### src/rtl/dram_arbiter_pkg.sv
// dram_arbiter_pkg: shared state encodings, port selects and byte-to-word shift
package dram_arbiter_pkg;
  typedef enum logic [2:0] {
    IDLE   = 3'd0,
    ACCESS = 3'd1,
    RESP   = 3'd2
  } state_t;
  localparam logic PORT_CPU = 1'b0;
  localparam logic PORT_DBG = 1'b1;
  localparam int WORD_SHIFT = 2;
endpackage

### src/rtl/dram_arbiter_if.sv
// dram_arbiter_if: CPU port, debug port and RAM-side bus of the data RAM arbiter
// slave = arbiter side, master = requesters plus RAM side
interface dram_arbiter_if #(
  parameter int DW = 32,
  parameter int AW = 32,
  parameter int RAM_AW = 8
);
  logic c_req, c_we, c_ack, c_err;
  logic [AW-1:0] c_addr;
  logic [DW-1:0] c_wdata, c_rdata;
  logic d_req, d_we, d_ack, d_err;
  logic [AW-1:0] d_addr;
  logic [DW-1:0] d_wdata, d_rdata;
  logic ram_en, ram_we;
  logic [RAM_AW-1:0] ram_addr;
  logic [DW-1:0] ram_wdata, ram_rdata;
  modport slave (
    input c_req, c_we, c_addr, c_wdata, d_req, d_we, d_addr, d_wdata, ram_rdata,
    output c_ack, c_err, c_rdata, d_ack, d_err, d_rdata, ram_en, ram_we, ram_addr, ram_wdata
  );
  modport master (
    output c_req, c_we, c_addr, c_wdata, d_req, d_we, d_addr, d_wdata, ram_rdata,
    input c_ack, c_err, c_rdata, d_ack, d_err, d_rdata, ram_en, ram_we, ram_addr, ram_wdata
  );
endinterface

### src/rtl/dram_rr_pick.sv
// dram_rr_pick: combinational 2-way round-robin picker
// c_req/d_req requests, ptr favoured port on conflict; valid any request, sel winner
module dram_rr_pick (
  input  logic c_req,
  input  logic d_req,
  input  logic ptr,
  output logic valid,
  output logic sel
);
  assign valid = c_req | d_req;
  assign sel = (c_req & d_req) ? ptr : d_req;
endmodule

### src/rtl/dram_arbiter.sv
// dram_arbiter: shares the single-port data RAM between the CPU and debug ports
// clk, rst (async active-low), bus (requester ports + RAM side),
// busy (not IDLE), last_grant (0 CPU, 1 debug)
module dram_arbiter
  import dram_arbiter_pkg::*;
#(
  parameter int DW = 32,
  parameter int AW = 32,
  parameter int RAM_AW = 8
) (
  input  logic clk,
  input  logic rst,
  dram_arbiter_if.slave bus,
  output logic busy,
  output logic last_grant
);
  state_t state;
  logic ptr, sel, we_q, err_q, gnt_v, gnt_sel, a_we, bad;
  logic [AW-1:0] a_addr;
  logic [DW-1:0] a_wdata, c_rd_q, d_rd_q;
  dram_rr_pick u_pick (.c_req(bus.c_req), .d_req(bus.d_req), .ptr(ptr), .valid(gnt_v), .sel(gnt_sel));
  always_comb begin
    a_we = gnt_sel ? bus.d_we : bus.c_we;
    a_addr = gnt_sel ? bus.d_addr : bus.c_addr;
    a_wdata = gnt_sel ? bus.d_wdata : bus.c_wdata;
    bad = (|a_addr[WORD_SHIFT-1:0]) || (|a_addr[AW-1:RAM_AW+WORD_SHIFT]);
  end
  // RAM read data only arrives during RESP, so it is forwarded while ack is high
  assign bus.c_rdata = (bus.c_ack && !we_q && !err_q) ? bus.ram_rdata : c_rd_q;
  assign bus.d_rdata = (bus.d_ack && !we_q && !err_q) ? bus.ram_rdata : d_rd_q;
  always_ff @(posedge clk or negedge rst)
    if (!rst) begin
      state <= IDLE;
      ptr <= PORT_CPU;
      sel <= PORT_CPU;
      we_q <= 1'b0;
      err_q <= 1'b0;
      busy <= 1'b0;
      last_grant <= PORT_CPU;
      c_rd_q <= '0;
      d_rd_q <= '0;
      bus.c_ack <= 1'b0;
      bus.c_err <= 1'b0;
      bus.d_ack <= 1'b0;
      bus.d_err <= 1'b0;
      bus.ram_en <= 1'b0;
      bus.ram_we <= 1'b0;
      bus.ram_addr <= '0;
      bus.ram_wdata <= '0;
    end else begin
      bus.ram_en <= 1'b0;
      bus.ram_we <= 1'b0;
      bus.c_ack <= 1'b0;
      bus.d_ack <= 1'b0;
      bus.c_err <= 1'b0;
      bus.d_err <= 1'b0;
      case (state)
        IDLE: if (gnt_v) begin
          sel <= gnt_sel;
          we_q <= a_we;
          err_q <= bad;
          busy <= 1'b1;
          state <= bad ? RESP : ACCESS;
          bus.ram_en <= !bad;
          bus.ram_we <= !bad && a_we;
          bus.ram_addr <= a_addr[RAM_AW+WORD_SHIFT-1:WORD_SHIFT];
          bus.ram_wdata <= a_wdata;
          bus.c_ack <= bad && gnt_sel == PORT_CPU;
          bus.c_err <= bad && gnt_sel == PORT_CPU;
          bus.d_ack <= bad && gnt_sel == PORT_DBG;
          bus.d_err <= bad && gnt_sel == PORT_DBG;
          if (bad && gnt_sel == PORT_CPU) c_rd_q <= '0;
          if (bad && gnt_sel == PORT_DBG) d_rd_q <= '0;
        end
        ACCESS: begin
          state <= RESP;
          bus.c_ack <= sel == PORT_CPU;
          bus.d_ack <= sel == PORT_DBG;
        end
        RESP: begin
          state <= IDLE;
          busy <= 1'b0;
          last_grant <= sel;
          ptr <= ~sel;
          if (!we_q && !err_q && sel == PORT_CPU) c_rd_q <= bus.ram_rdata;
          if (!we_q && !err_q && sel == PORT_DBG) d_rd_q <= bus.ram_rdata;
        end
        default: state <= IDLE;
      endcase
    end
endmodule

### src/flat_wrapper.sv
// flat-port wrapper written by rule: the top's interface ports become plain ports
module dram_arbiter_flat import dram_arbiter_pkg::*;
#(
  parameter int DW = 32,
  parameter int AW = 32,
  parameter int RAM_AW = 8
)
  (clk, rst, busy, last_grant, bus_c_req, bus_c_we, bus_c_addr, bus_c_wdata, bus_d_req, bus_d_we, bus_d_addr, bus_d_wdata, bus_ram_rdata, bus_c_ack, bus_c_err, bus_c_rdata, bus_d_ack, bus_d_err, bus_d_rdata, bus_ram_en, bus_ram_we, bus_ram_addr, bus_ram_wdata);
  dram_arbiter_if #(.DW(DW), .AW(AW), .RAM_AW(RAM_AW)) bus_i ();
  input  logic clk;
  input  logic rst;
  output logic busy;
  output logic last_grant;
  input wire logic [$bits(bus_i.c_req)-1:0] bus_c_req;
  input wire logic [$bits(bus_i.c_we)-1:0] bus_c_we;
  input wire logic [$bits(bus_i.c_addr)-1:0] bus_c_addr;
  input wire logic [$bits(bus_i.c_wdata)-1:0] bus_c_wdata;
  input wire logic [$bits(bus_i.d_req)-1:0] bus_d_req;
  input wire logic [$bits(bus_i.d_we)-1:0] bus_d_we;
  input wire logic [$bits(bus_i.d_addr)-1:0] bus_d_addr;
  input wire logic [$bits(bus_i.d_wdata)-1:0] bus_d_wdata;
  input wire logic [$bits(bus_i.ram_rdata)-1:0] bus_ram_rdata;
  output wire logic [$bits(bus_i.c_ack)-1:0] bus_c_ack;
  output wire logic [$bits(bus_i.c_err)-1:0] bus_c_err;
  output wire logic [$bits(bus_i.c_rdata)-1:0] bus_c_rdata;
  output wire logic [$bits(bus_i.d_ack)-1:0] bus_d_ack;
  output wire logic [$bits(bus_i.d_err)-1:0] bus_d_err;
  output wire logic [$bits(bus_i.d_rdata)-1:0] bus_d_rdata;
  output wire logic [$bits(bus_i.ram_en)-1:0] bus_ram_en;
  output wire logic [$bits(bus_i.ram_we)-1:0] bus_ram_we;
  output wire logic [$bits(bus_i.ram_addr)-1:0] bus_ram_addr;
  output wire logic [$bits(bus_i.ram_wdata)-1:0] bus_ram_wdata;
  assign bus_i.c_req = bus_c_req;
  assign bus_i.c_we = bus_c_we;
  assign bus_i.c_addr = bus_c_addr;
  assign bus_i.c_wdata = bus_c_wdata;
  assign bus_i.d_req = bus_d_req;
  assign bus_i.d_we = bus_d_we;
  assign bus_i.d_addr = bus_d_addr;
  assign bus_i.d_wdata = bus_d_wdata;
  assign bus_i.ram_rdata = bus_ram_rdata;
  assign bus_c_ack = bus_i.c_ack;
  assign bus_c_err = bus_i.c_err;
  assign bus_c_rdata = bus_i.c_rdata;
  assign bus_d_ack = bus_i.d_ack;
  assign bus_d_err = bus_i.d_err;
  assign bus_d_rdata = bus_i.d_rdata;
  assign bus_ram_en = bus_i.ram_en;
  assign bus_ram_we = bus_i.ram_we;
  assign bus_ram_addr = bus_i.ram_addr;
  assign bus_ram_wdata = bus_i.ram_wdata;
  dram_arbiter #(.DW(DW), .AW(AW), .RAM_AW(RAM_AW)) u_core (.clk(clk), .rst(rst), .bus(bus_i), .busy(busy), .last_grant(last_grant));
endmodule
### config.mk
export PLATFORM = sky130hd
export DESIGN_NAME = dram_arbiter_flat
export DESIGN_NICKNAME = d
export VERILOG_FILES = /design/src/rtl/dram_arbiter_pkg.sv /design/src/rtl/dram_arbiter_if.sv /design/src/rtl/dram_rr_pick.sv /design/src/rtl/dram_arbiter.sv /design/src/flat_wrapper.sv
export SDC_FILE = /design/constraint.sdc
export NUM_CORES = 1
export LEC_CHECK = 0
export BUFFER_PORTS_ARGS = -buffer_cell sky130_fd_sc_hd__buf_2
export CAP_MARGIN = 10
export CORE_MARGIN = 8
export CORE_UTILIZATION = 49
export CTS_CLUSTER_SIZE = 14
export DETAILED_ROUTE_END_ITERATION = 6
export GPL_TIMING_DRIVEN = 0
export PLACE_DENSITY = 0.87
export SKIP_LAST_GASP = 1
export SLEW_MARGIN = 20
export SYNTH_ARGS = -nofsm -noshare
export SYNTH_HDL_FRONTEND = slang
export SYNTH_HIERARCHICAL = 1
export SYNTH_SLANG_ARGS = --single-unit
### constraint.sdc
create_clock -name clk -period 2.4 [get_ports clk]
set_clock_uncertainty 0.1 [all_clocks]
set_input_delay 0.24 -clock clk [delete_from_list [all_inputs] [get_ports clk]]
set_output_delay 0.24 -clock clk [all_outputs]
set_load 0.05 [all_outputs]
# Yosys cells after proc, flatten, opt, wreduce, memory -nomap -nowiden

Cells that the tools add are included.

Bitwise gates (word level): 4
Equality and inequality tests: 7
Muxes and demuxes: 29
Reductions and logical operators: 22

Operator list:

| cell               | count |
|---|---|
| $mux 32            | 10 |
| $pmux 32 s2        | 2 |
| $reduce_or 22->1   | 1 |
| $mux 1             | 11 |
| $logic_and 1x1->1  | 10 |
| $ne 2x1->1 const B | 5 |
| $reduce_and 4->1   | 2 |
| $pmux 1 s2         | 3 |
| $pmux 3 s2         | 1 |
| $reduce_and 2->1   | 2 |
| $eq 3x1->1 const B | 1 |
| $eq 3x2->1 const B | 1 |
| $logic_not 1->1    | 3 |
| $logic_not 3->1    | 1 |
| $mux 3             | 1 |
| $mux 2             | 1 |
| $not 1->1          | 2 |
| $reduce_bool 2->1  | 1 |
| $reduce_or 2->1    | 1 |
| $and 1x1->1        | 1 |
| $logic_or 1x1->1   | 1 |
| $or 1x1->1         | 1 |

Output and inout bits: 112
Bits in registers: 119

# Logic depth before layout (Yosys ltp)

Depth after elaboration: 9
Gate-level depth with buffers: 9

# By module

The synthesis kept the hierarchy.

Modules (own cells, without submodules):

| module       | instances | cells each | area an instance (um2) | sequential area each (um2) |
|---|---|---|---|---|
| dram_arbiter | 1         | 711        | 6,950.4                | 2,952.8 |
| dram_rr_pick | 1         | 3          | 17.5                   | 0.0 |

# Worst setup path after synthesis

No wires, ideal clock.

Path kind: reg2out
Start point: reg u_core.bus.c_ack
End point: out bus_c_rdata[10]
Buffers on the path: 1
Path slack: -0.127 ns
Stages on the path, launching flop included: 5
Data required time: 2.060 ns
Data arrival time: 2.187 ns
Cells stage by stage: dfrtp_1 -> nor3b_1 -> clkbuf_1 -> nand2_1 -> o21ai_0

Longest elaborated chain between the ends: 3

RTL lines:

| element                         | RTL line              | RTL |
|---|---|---|
| from (decl)                     | dram_arbiter_if.sv:19 | `output c_ack, c_err, c_rdata, d_ack, d_err, d_rdata, ram_en, ram_we, ram_addr, ram_wdata` |
| from (signal assigned)          | dram_arbiter.sv:42    | `bus.c_ack <= 1'b0;` |
| from (signal assigned)          | dram_arbiter.sv:53    | `bus.c_ack <= 1'b0;` |
| from (signal assigned)          | dram_arbiter.sv:68    | `bus.c_ack <= bad && gnt_sel == PORT_CPU;` |
| $logic_and 1x1->1 (2 in series) | dram_arbiter.sv:29    | `assign bus.c_rdata = (bus.c_ack && !we_q && !err_q) ? bus.ram_rdata : c_rd_q;` |
| $mux 32                         | dram_arbiter.sv:29    |  |
| to (decl)                       | flat_wrapper.sv:25    | `output wire logic [$bits(bus_i.c_rdata)-1:0] bus_c_rdata;` |

Every way passes these cells.

# Worst setup path after layout

Start point: reg u_core.we_q
End point: out bus_c_rdata[30]

Longest elaborated chain between the ends: 4

RTL lines:

| element                         | RTL line           | RTL |
|---|---|---|
| from (decl)                     | dram_arbiter.sv:18 | `logic ptr, sel, we_q, err_q, gnt_v, gnt_sel, a_we, bad;` |
| from (signal assigned)          | dram_arbiter.sv:60 | `we_q <= a_we;` |
| $logic_not 1->1                 | dram_arbiter.sv:29 |  |
| $logic_and 1x1->1 (2 in series) | dram_arbiter.sv:29 |  |
| $mux 32                         | dram_arbiter.sv:29 |  |

Every way passes these cells.

==> results.yml <==
outcome:
  outcome: "completed"
synth:
  synth-edff-count: 0
  syn_area_per_cell_um2: 9.76
  synth_area_um2: 6970
  ys_seq_elements: 118
  postSynth.asyncResetShare_pct: 100
  seq_area_frac_synth_pct: 42.4
  synthCells: 714
  synth_top_flop_cell: "dfrtp_1"
  ys_types: 39
  synthesis.yosys.warnings: 6
  syn-num-nets: 880
worst_hold_path:
  whs_path_depth: 3
  hp-class: "input pin to flop"
  holdPathEnd: "u_core/bus.ram_wdata[15]"
  hold_path_startpoint: "bus_c_wdata[15]"
finish:
  num_antenna_cells: 0
  multi_input_area_um2: 3550
  area_growth_pct: 35.8
  final_cell_mix: "269 x buf_2, 116 x dfrtp_1, 113 x nand2_1"
  register_area_um2: 2960
  layout-drive-gt1-share_pct: 39.0
  instances_no_fill: 1219
  fill_cells: 1054
  nets: 1192
  final_common_cell: "buf_2"
routing:
  wl_per_cell_um: 19.9
  dr.pass1.iters: 5
  postRouteWirelength_um: 24200
  drtAntennaViolNets: 0
  vias: 6783
  drc: 0
  drt_iter0_markers: 408
  viasPerCell: 5.56
power_and_ir_drop:
  seq_power_share_pct: 29.9
  power_frac_clock_pct: 28.5
  p_switching_uw: 3890
  p_leak_uw: 0.00463
  internal_power_uw: 5030
  switching_share_pct: 43.6
  p_total_uw: 8920
  p_per_area_nw_per_um2: 943
  vdd_ir_drop_max_mv: 0.455
  combinationalPowerShare_pct: 41.7
die:
  die_width_um: 135
  initial_core_util_pct: 50.2
  die_height_um: 135
  pin_count: 278
  fp.coreArea_um2: 13900
  die_area_um2: 18300
  rows: 43
sta:
  finalCritPeriodShare_pct: 99.8
  worst_pin_slew_ns: 0.823
  relSlewSlack_pct: 45.1
  finalSetupTns_ns: 0
  worst_slack_ns: 0.00363
  final-hold-violation-count: 0
  finalCriticalPeriod_ns: 2.40
  setup_viol: 0
  whs_ns: 0.0116
  clock.fmax_mhz: 417
  slew_viol_final: 0
  rsz0062_at_grt: "yes"
critical_path:
  reg2reg_to: "u_core/c_rd_q[9]"
  worstPathRequired_ns: 2.06
  r2r_setup_slack_ns: 0.10
  reg2reg_from: "u_core/ptr"
  reg2regPathDepth: 8
  arrival_ns: 2.06
  cp-end-kind: "output pin"
  crit_fanout: 10
  critical_path_class: "flop to output pin"
  worst_setup_path_start_kind: "flop"
flow_run:
  cap_violations: 0
grt:
  grt_pass1_vias: 7148
  antenna_found_initial: 2
  overflow: 0
  grt_pass1_wl_um: 37300
  grt_max_degree: 77
  grt_usage_pct: 26.1
placement:
  gp_congestion: 0.842
  dpl.hpwl_um: 18400
  port_buffers: 277
  place_ws_ns: -0.328
  dp.cells: 1172
clock_network:
  insertion_delay_ns: 0.41
  cts_root_buffer: "clkbuf_16"
  clk_pin_slew_ns: 0.06
  clk_path_buf_depth: 2
  cts_sinks: 118
  cts-htree-levels: 4
  numCtsBuffers: 17
  cts_tree: "built"
[cell type report]
type	instances	share of cell area, %
inverter	66	2.62
tap	180	2.38
timing repair buffer	293	16.8
buffer	57	3.28
multi-input combinational	473	37.5
sequential	118	31.2
clock buffer	17	4.49
clock inverter	15	1.78
[registers in the layout (all words and copies together) (netlist names), 2 cells and up]
signal / count
u_core/c_rd_q: 32
u_core/bus.ram_addr: 8
u_core/state: 2
u_core/bus.ram_wdata: 32
u_core/d_rd_q: 32
[cell usage after synthesis (all sizes together), types with 2 or more instances]
cell    count  area [um^2]
and3        4         25.0
clkbuf     40          150
and2       32          200
a31oi       2         12.5
a21oi       5         28.8
o41ai      64          928
nand2     113          424
or2         2         12.5
mux2i     105         1050
inv        66          248
nor3b       2         15.0
o21ai     108          541
nor4        8         50.1
a211oi      2         15.0
nor3        2         10.0
nor2        8         30.0
dfrtp     118         2950
buf        17          116
nor4b       3         47.5
or4         2         18.8
[worst max-delay path, cell delays in order, from the launching register on]
cell and delay (ns):
dfrtp_2 0.46, nor3b_4 0.21, buf_4 0.19, buf_2 0.26
nand2_1 0.08, o21ai_1 0.15, clkbuf_4 0.29
[power by group through the flow]
| stage | clock network [uW] | logic (uW) | registers, uW |
|---|---|---|---|
| 2_1_floorplan | 0 | 2140 | 3200 |
| 3_3_place_gp | 0 | 3590 | 2660 |
| 3_5_place_dp | 0 | 3670 | 2680 |
| 4_1_cts | 2580 | 3700 | 2660 |
| 5_1_grt | 2670 | 3930 | 2710 |
| 6_report | 2540 | 3720 | 2660 |
[logic make-up (layout without fill, tap and decap cells)]
group | Yosys count | in the layout | synth area share, %
flip-flops | 118 | 118 | 42.4
AND/OR/NAND/NOR | 182 | 182 | 12.7
AO/OA/AOI/OAI | 185 | 185 | 22.3
buffers and inverters | 123 | 448 | 7.38
multiplexers | 106 | 106 | 15.2
[stage by stage]
step,util (%),instance area [um^2]
final,68.2,9460
after global routing,68.2,9460
after CTS,67.7,9400
after detailed placement,62.1,8620
after global placement,61.9,8590
after floorplan,-,6980
[metal layers]
| layer | vias up | global-route usage [%] | share of wire (%) |
|---|---|---|---|
| met5 | - | 0 | 0.041 |
| met4 | 2 | 11.5 | 3.3 |
| met3 | 58 | 7.38 | 8.1 |
| met2 | 346 | 46.1 | 51 |
| met1 | 3217 | 28.6 | 37 |
| li1 | 3160 | - | - |
[how the worst max path moves through the flow]
stage,from,endpoint,cells past startpoint
after CTS,u_core/we_q,bus_c_rdata[30],6
after global routing,u_core/we_q,bus_c_rdata[30],6
after detailed placement,u_core/ptr,u_core/d_rd_q[22],8
final,u_core/we_q,bus_c_rdata[30],6
after floorplan,u_core/bus.c_ack,bus_c_rdata[0],3
after global placement,rst,u_core/bus.ram_wdata[25],1
[timing repair]
action,in CTS,in global routing
gates resized for setup,23,34
setup buffers,6,0
hold endpoints to repair,49,0
endpoints found under the setup margin,124,92
pin swaps,2,0
hold buffers,9,0
Note: power is estimated with default switching activity, not from simulation.
